<file path="src/rtl/evm_tally.sv">
// rtl/evm_tally.sv - poll-session voting tally with saturating counters and winner scan
// Ballot-gated vote counting, sequential max scan in TALLY, results held in CLOSED.
module evm_tally #(
    parameter int N_CAND    = 4,
    parameter int CNT_W     = 16,
    parameter int SEL_W     = $clog2(N_CAND),
    parameter int MAX_VOTES = 1000
) (
    input  logic                    clk,
    input  logic                    reset_n,
    input  logic                    open_poll,
    input  logic                    close_poll,
    input  logic                    clear,
    input  logic                    ballot_en,
    input  logic                    vote_valid,
    input  logic [SEL_W-1:0]        vote_sel,
    output logic                    vote_ready,
    output logic [N_CAND*CNT_W-1:0] result_flat,
    output logic [CNT_W-1:0]        total,
    output logic [SEL_W-1:0]        winner,
    output logic                    winner_valid,
    output logic                    tie,
    output logic [2:0]              state,
    output logic                    err_invalid
);

    typedef enum logic [2:0] {
        S_IDLE   = 3'd0,
        S_OPEN   = 3'd1,
        S_ARMED  = 3'd2,
        S_TALLY  = 3'd3,
        S_CLOSED = 3'd4
    } state_t;

    localparam logic [SEL_W:0]   N_CAND_W = (SEL_W+1)'(N_CAND);
    localparam logic [SEL_W-1:0] LAST_IDX = SEL_W'(N_CAND - 1);

    state_t           st, st_nx;
    logic [CNT_W-1:0] cnt [N_CAND];
    logic [CNT_W-1:0] total_r, total_nx, max_r, cur;
    logic [SEL_W-1:0] idx, win_r;
    logic             tie_r, wv_r, err_r;
    logic             legal, accept, bad, hit_max, last;

    always_comb begin
        legal    = ({1'b0, vote_sel} < N_CAND_W);
        accept   = (st == S_ARMED) && vote_valid && legal;
        bad      = (st == S_ARMED) && vote_valid && !legal;
        total_nx = (total_r == '1) ? total_r : total_r + 1'b1;
        hit_max  = accept && (32'(total_nx) == MAX_VOTES);
        last     = (idx == LAST_IDX);
        cur      = cnt[idx];
    end

    // close_poll wins over a same-cycle ballot; an accepted vote is still counted first
    always_comb begin
        st_nx = st;
        case (st)
            S_IDLE:   if (open_poll) st_nx = S_OPEN;
            S_OPEN:   if (close_poll) st_nx = S_TALLY;
                      else if (ballot_en) st_nx = S_ARMED;
            S_ARMED:  if (close_poll || hit_max) st_nx = S_TALLY;
                      else if (accept) st_nx = S_OPEN;
            S_TALLY:  if (last) st_nx = S_CLOSED;
            S_CLOSED: if (clear) st_nx = S_IDLE;
            default:  st_nx = S_IDLE;
        endcase
    end

    always_ff @(posedge clk or negedge reset_n) begin
        if (!reset_n) begin
            st      <= S_IDLE;
            for (int k = 0; k < N_CAND; k++) cnt[k] <= '0;
            total_r <= '0;
            max_r   <= '0;
            idx     <= '0;
            win_r   <= '0;
            tie_r   <= 1'b0;
            wv_r    <= 1'b0;
            err_r   <= 1'b0;
        end else begin
            st    <= st_nx;
            err_r <= bad;
            if (accept) begin
                if (cnt[vote_sel] != '1) cnt[vote_sel] <= cnt[vote_sel] + 1'b1;
                total_r <= total_nx;
            end
            if (clear && (st == S_IDLE || st == S_CLOSED)) begin
                for (int k = 0; k < N_CAND; k++) cnt[k] <= '0;
                total_r <= '0;
                win_r   <= '0;
                tie_r   <= 1'b0;
                wv_r    <= 1'b0;
            end
            // First scanned candidate seeds the running max so all-zero counts end in a tie
            if (st == S_TALLY) begin
                idx <= idx + 1'b1;
                if (idx == '0) begin
                    max_r <= cur;
                    win_r <= '0;
                    tie_r <= 1'b0;
                end else if (cur > max_r) begin
                    max_r <= cur;
                    win_r <= idx;
                    tie_r <= 1'b0;
                end else if (cur == max_r) begin
                    tie_r <= 1'b1;
                end
                if (last) wv_r <= 1'b1;
            end else begin
                idx <= '0;
            end
        end
    end

    for (genvar k = 0; k < N_CAND; k++) begin : g_flat
        assign result_flat[k*CNT_W +: CNT_W] = cnt[k];
    end

    assign vote_ready   = (st == S_ARMED);
    assign total        = total_r;
    assign winner       = win_r;
    assign winner_valid = wv_r;
    assign tie          = tie_r;
    assign state        = st;
    assign err_invalid  = err_r;

endmodule

</file>
<file path="config.mk">
export PLATFORM = sky130hd
export DESIGN_NAME = evm_tally
export DESIGN_NICKNAME = d
export VERILOG_FILES = /design/src/rtl/evm_tally.sv
export SDC_FILE = /design/constraint.sdc
export NUM_CORES = 1
export LEC_CHECK = 0
export BUFFER_PORTS_ARGS = -buffer_cell sky130_fd_sc_hd__buf_2
export CORE_UTILIZATION = 39
export CTS_CLUSTER_DIAMETER = 80
export DETAILED_ROUTE_END_ITERATION = 8
export PLACE_DENSITY_LB_ADDON = 0.08
export REMOVE_ABC_BUFFERS = 1
export SETUP_SLACK_MARGIN = 0.15
export SLEW_MARGIN = 30
export SYNTH_ARGS = -nofsm -noshare
export SYNTH_HDL_FRONTEND = slang
export SYNTH_SLANG_ARGS = --single-unit
</file>
<file path="constraint.sdc">
create_clock -name clk -period 5.6 [get_ports clk]
set_clock_uncertainty 0.05 [all_clocks]
set_input_delay 1.12 -clock clk [delete_from_list [all_inputs] [get_ports clk]]
set_output_delay 1.12 -clock clk [all_outputs]
set_load 0.05 [all_outputs]
</file>
==> results.md <==
* DR DRC count at 0
* Post-Layout Cell Count at ~860
* Overflow after GRT at 0
* ANT nets after route at 0
* Required time worst endpoint at 5.78 ns
* Clk root buf: clkbuf_16
* Clock tree sinks at ~110
* Status: finished, final reports clean
* Net Sw Frac at 0.3804
* Post-synth EDFFs at 0
* First-pass DRT Iterations at 5
* RSZ-0062 raised after global routing: no
* Ys Warns at 0
* Setup TNS at 0 ns
* Post-Place Cells at about 850
* Routability cong. at between 0.8 and 0.9
* Syn-to-layout area delta at 14.24%
* # Post-CTS Setup Buffers at 0
* VDD IR max at 218.9 µV
* Mux cell area share after synthesis at 0.2596
* CP startpoint: idx[0]$_DFF_PN0_
* Die Area at 16780 µm²
* R2r startpoint: idx[0]$_DFF_PN0_
* Power per cell area at about 350 nW/µm²
* Diodes inserted at 0
* First-pass GRT wire length at around 26 mm
* XOR/XNOR Fraction of Synth Area at 0.02624
* Via count at roughly 4700
* Syn Area/Cell at between 10 and 15 µm²
* Pint at around 1600 µW
* # resized after CTS at 0
* Initial cell density of the core at 0.3993
* Kind of critical path: reg2reg
* Worst Max-Slew Pin Slew at approximately 0.88 ns
* Worst hold slack at between 0.4 and 0.5 ns
* Post-Synth Adder-Cell Area at 0.03946
* HPWL after detailed placement at between 10 and 15 mm
* Worst Hold Class: reg2reg
* Die height at between 100 and 150 µm
* Tmin final at between 4 and 5 ns
* Final hold violation count at 0
* Crit-path cells: buf_4 > mux4_2 > ha_1 > and3_1 > nand4_1 > a2111oi_1 > nor3_1 > nor2_1 > o21a_1 > mux2_2
* Net Switching at 976.5 µW
* Primary FF master, synth: dfrtp_1
* FF+latch count, synth at 105
* Worst-path fanout max at 17
* Area used by multi-input combinational logic at around 3400 µm²
* Via/cell ratio at between 5 and 6
* Wire per inst at roughly 19 µm
* Largest net degree at the start of global routing at 70
* Port bufs at 96
* Cts bufs inserted at 9
* Relative slew slack at 0.4155
* Hold_buf cts at 0
* Largest family of logic cells by synthesized area: multiplexers
* Crit-path slowest cell: dfrtp_1
* Register area share after synthesis at 0.4143
* # fillers at 1511
* Clk Latency, worst-skew pair at around 0.35 ns
* DRT iter0 DRCs at between 200 and 250
* Max-cap violations at 0
* Max Freq at 0.2189 GHz
* Hold Startpoint: max_r[14]$_DFFE_PN0P_
* Mapped Area at between 6000 and 7000 µm²
* Gate Count Post-Synth at ~560
* Fin util at 0.4561
* Seq pwr share at 0.369
* Post-Route WL at approximately 16 mm
* Slew Viols, Final at 0
* Instance area after placement at 6897 µm²
* Element type at the critical path start: register
* Ports at 98
* Async set or reset register ratio after synthesis at 1.000
* Sequential cell area at 2628 µm²
* Compound-gate portion of the synthesized area at 0.06333
* Clock power frac at 0.287
* FP Rows at 46
* Post-synthesis cell type count at just over 60
* Core Box Area at between 15000 and 20000 µm²
* Vias in the first global route at around 4700
* Leak Pwr at 0.003735 µW
* Clk slew on worst S/H paths at ~0.070 ns
* TritonCTS clock tree: yes
* Final period utilization at 0.8159
* Critical Path AT at roughly 4.8 ns
* Antenna violations before repair at 0
* Setup crit end kind: register
* Logic pwr share at 0.344
* # setup viols final at 0
* H-tree Lvls at 3
* Die width at about 130 µm
* Max clock buf depth at 2
* Post-Synth Simple-Gate Area at 0.1440
* Nets at roughly 670
* Layout cells sized above 1 at 0.2682
* Fin area at 7246 µm²
* Gr usage total at 0.2106
* CP max stage delay at 0.74 ns
-- Yosys cell counts (2+ instances only) --
library cell / n / area share
a311oi_1: 2 / 0.0028
a21oi_1: 10 / 0.0079
buf_2: 2 / 0.0016
xor2_1: 6 / 0.0083
mux4_2: 21 / 0.075
and4_1: 2 / 0.0028
buf_4: 2 / 0.0024
o21bai_1: 3 / 0.0036
buf_6: 5 / 0.0089
nor3b_1: 2 / 0.0024
inv_1: 25 / 0.015
a2111oi_0: 2 / 0.0028
nand4_4: 2 / 0.0067
xnor2_1: 13 / 0.018
mux2_2: 19 / 0.034
o2111ai_1: 2 / 0.0028
a22o_1: 2 / 0.0028
clkbuf_8: 2 / 0.0043
and2_2: 2 / 0.0024
o21ai_0: 15 / 0.012
nand3_1: 12 / 0.0095
ha_1: 20 / 0.039
clkbuf_1: 12 / 0.0071
nand4_1: 8 / 0.0079
nand4b_2: 2 / 0.0047
buf_12: 3 / 0.0095
buf_1: 2 / 0.0012
o21a_1: 3 / 0.0036
mux4_1: 11 / 0.046
dfrtp_1: 105 / 0.41
dlygate4sd1_1: 2 / 0.0028
a21o_1: 3 / 0.0036
and2_1: 4 / 0.0039
nor3_1: 8 / 0.0063
nand2_1: 91 / 0.054
a31oi_1: 8 / 0.0079
nor2_1: 29 / 0.017
and3_1: 4 / 0.0039
mux2i_1: 67 / 0.11
nor4_1: 2 / 0.0020
o22ai_1: 2 / 0.0020
nand3_4: 2 / 0.0055
-- path summary, 6_finish.rpt --
check / to / slack, ns / cells past startpoint
worst min-delay path: max_r[14]$_DFFE_PN0P_ / 0.46 / 1
worst max-delay path: max_r[13]$_DFFE_PN0P_ / 1.03 / 10
worst min register to register: max_r[14]$_DFFE_PN0P_ / 0.46 / 1
min in group asynchronous: result_flat[55]$_DFFE_PN0P_ / 0.72 / 1
max in group asynchronous: max_r[3]$_DFFE_PN0P_ / 3.79 / 2
worst max register to register: max_r[13]$_DFFE_PN0P_ / 1.03 / 10
-- power groups by stage --
stage	clock, µW	sequential [µW]	combinational (µW)
6_report	737	947	882
5_1_grt	784	961	952
4_1_cts	755	948	893
3_5_place_dp	0	963	892
3_3_place_gp	0	958	885
2_1_floorplan	0	1140	445
-- final cells by class --
class	count	area share
multi-input cells	398	0.4673
flip-flops and latches	105	0.3626
repair buffers	101	0.07235
well taps	216	0.03730
clock buffers	10	0.03298
clock inverters	6	0.01451
inverters	25	0.01295
-- stage by stage --
stage	total power [µW]	worst slack, ns
after floorplan	1588	1.794
after global routing	2697	0.7330
after detailed placement	1855	0.7020
after CTS	2597	0.6809
final	2567	1.031
after global placement	1843	0.7911
-- metal layers --
layer  global-route usage  vias to the layer above  share of wire
li1                     -                     2192              -
met1               0.3062                     2413           0.49
met2               0.3226                      117           0.45
met3              0.03138                       15          0.036
met4              0.06908                        0          0.015
met5                    0                        -              0
-- sequential cells by signal (all words and copies together) (netlist names) --
name / flops
total: 16
winner: 2
idx: 2
state: 3
max_r: 16
result_flat: 64
winner_valid: 1
tie: 1
-- logic make-up after synthesis --
group	Yosys count
multiplexers	118
adder cells (fa/ha/maj)	20
XOR/XNOR	19
AO/OA/AOI/OAI	60
other	1
flip-flops	105
buffers and inverters	55
AND/OR/NAND/NOR	180
-- critical path: cells and delay by family, from the launching register on --
family          cells  cell delay [ns]
compound gates      2             1.36
mux                 2             0.95
flops               1             0.74
simple gates        4             0.69
buf+inv             1             0.35
fa+ha+maj           1             0.30
-- placed cells by master (no fill, tap or decap), types with 13 or more instances in the layout --
master	synthesis	layout
dfrtp_1	105	105
nand2_1	91	90
xnor2_1	13	13
mux2_2	19	19
mux2i_1	67	67
inv_1	25	25
ha_1	20	20
nor2_1	29	29
o21ai_0	15	15
buf_2	2	95
mux4_2	21	21
(Power assumes the default switching activity.)
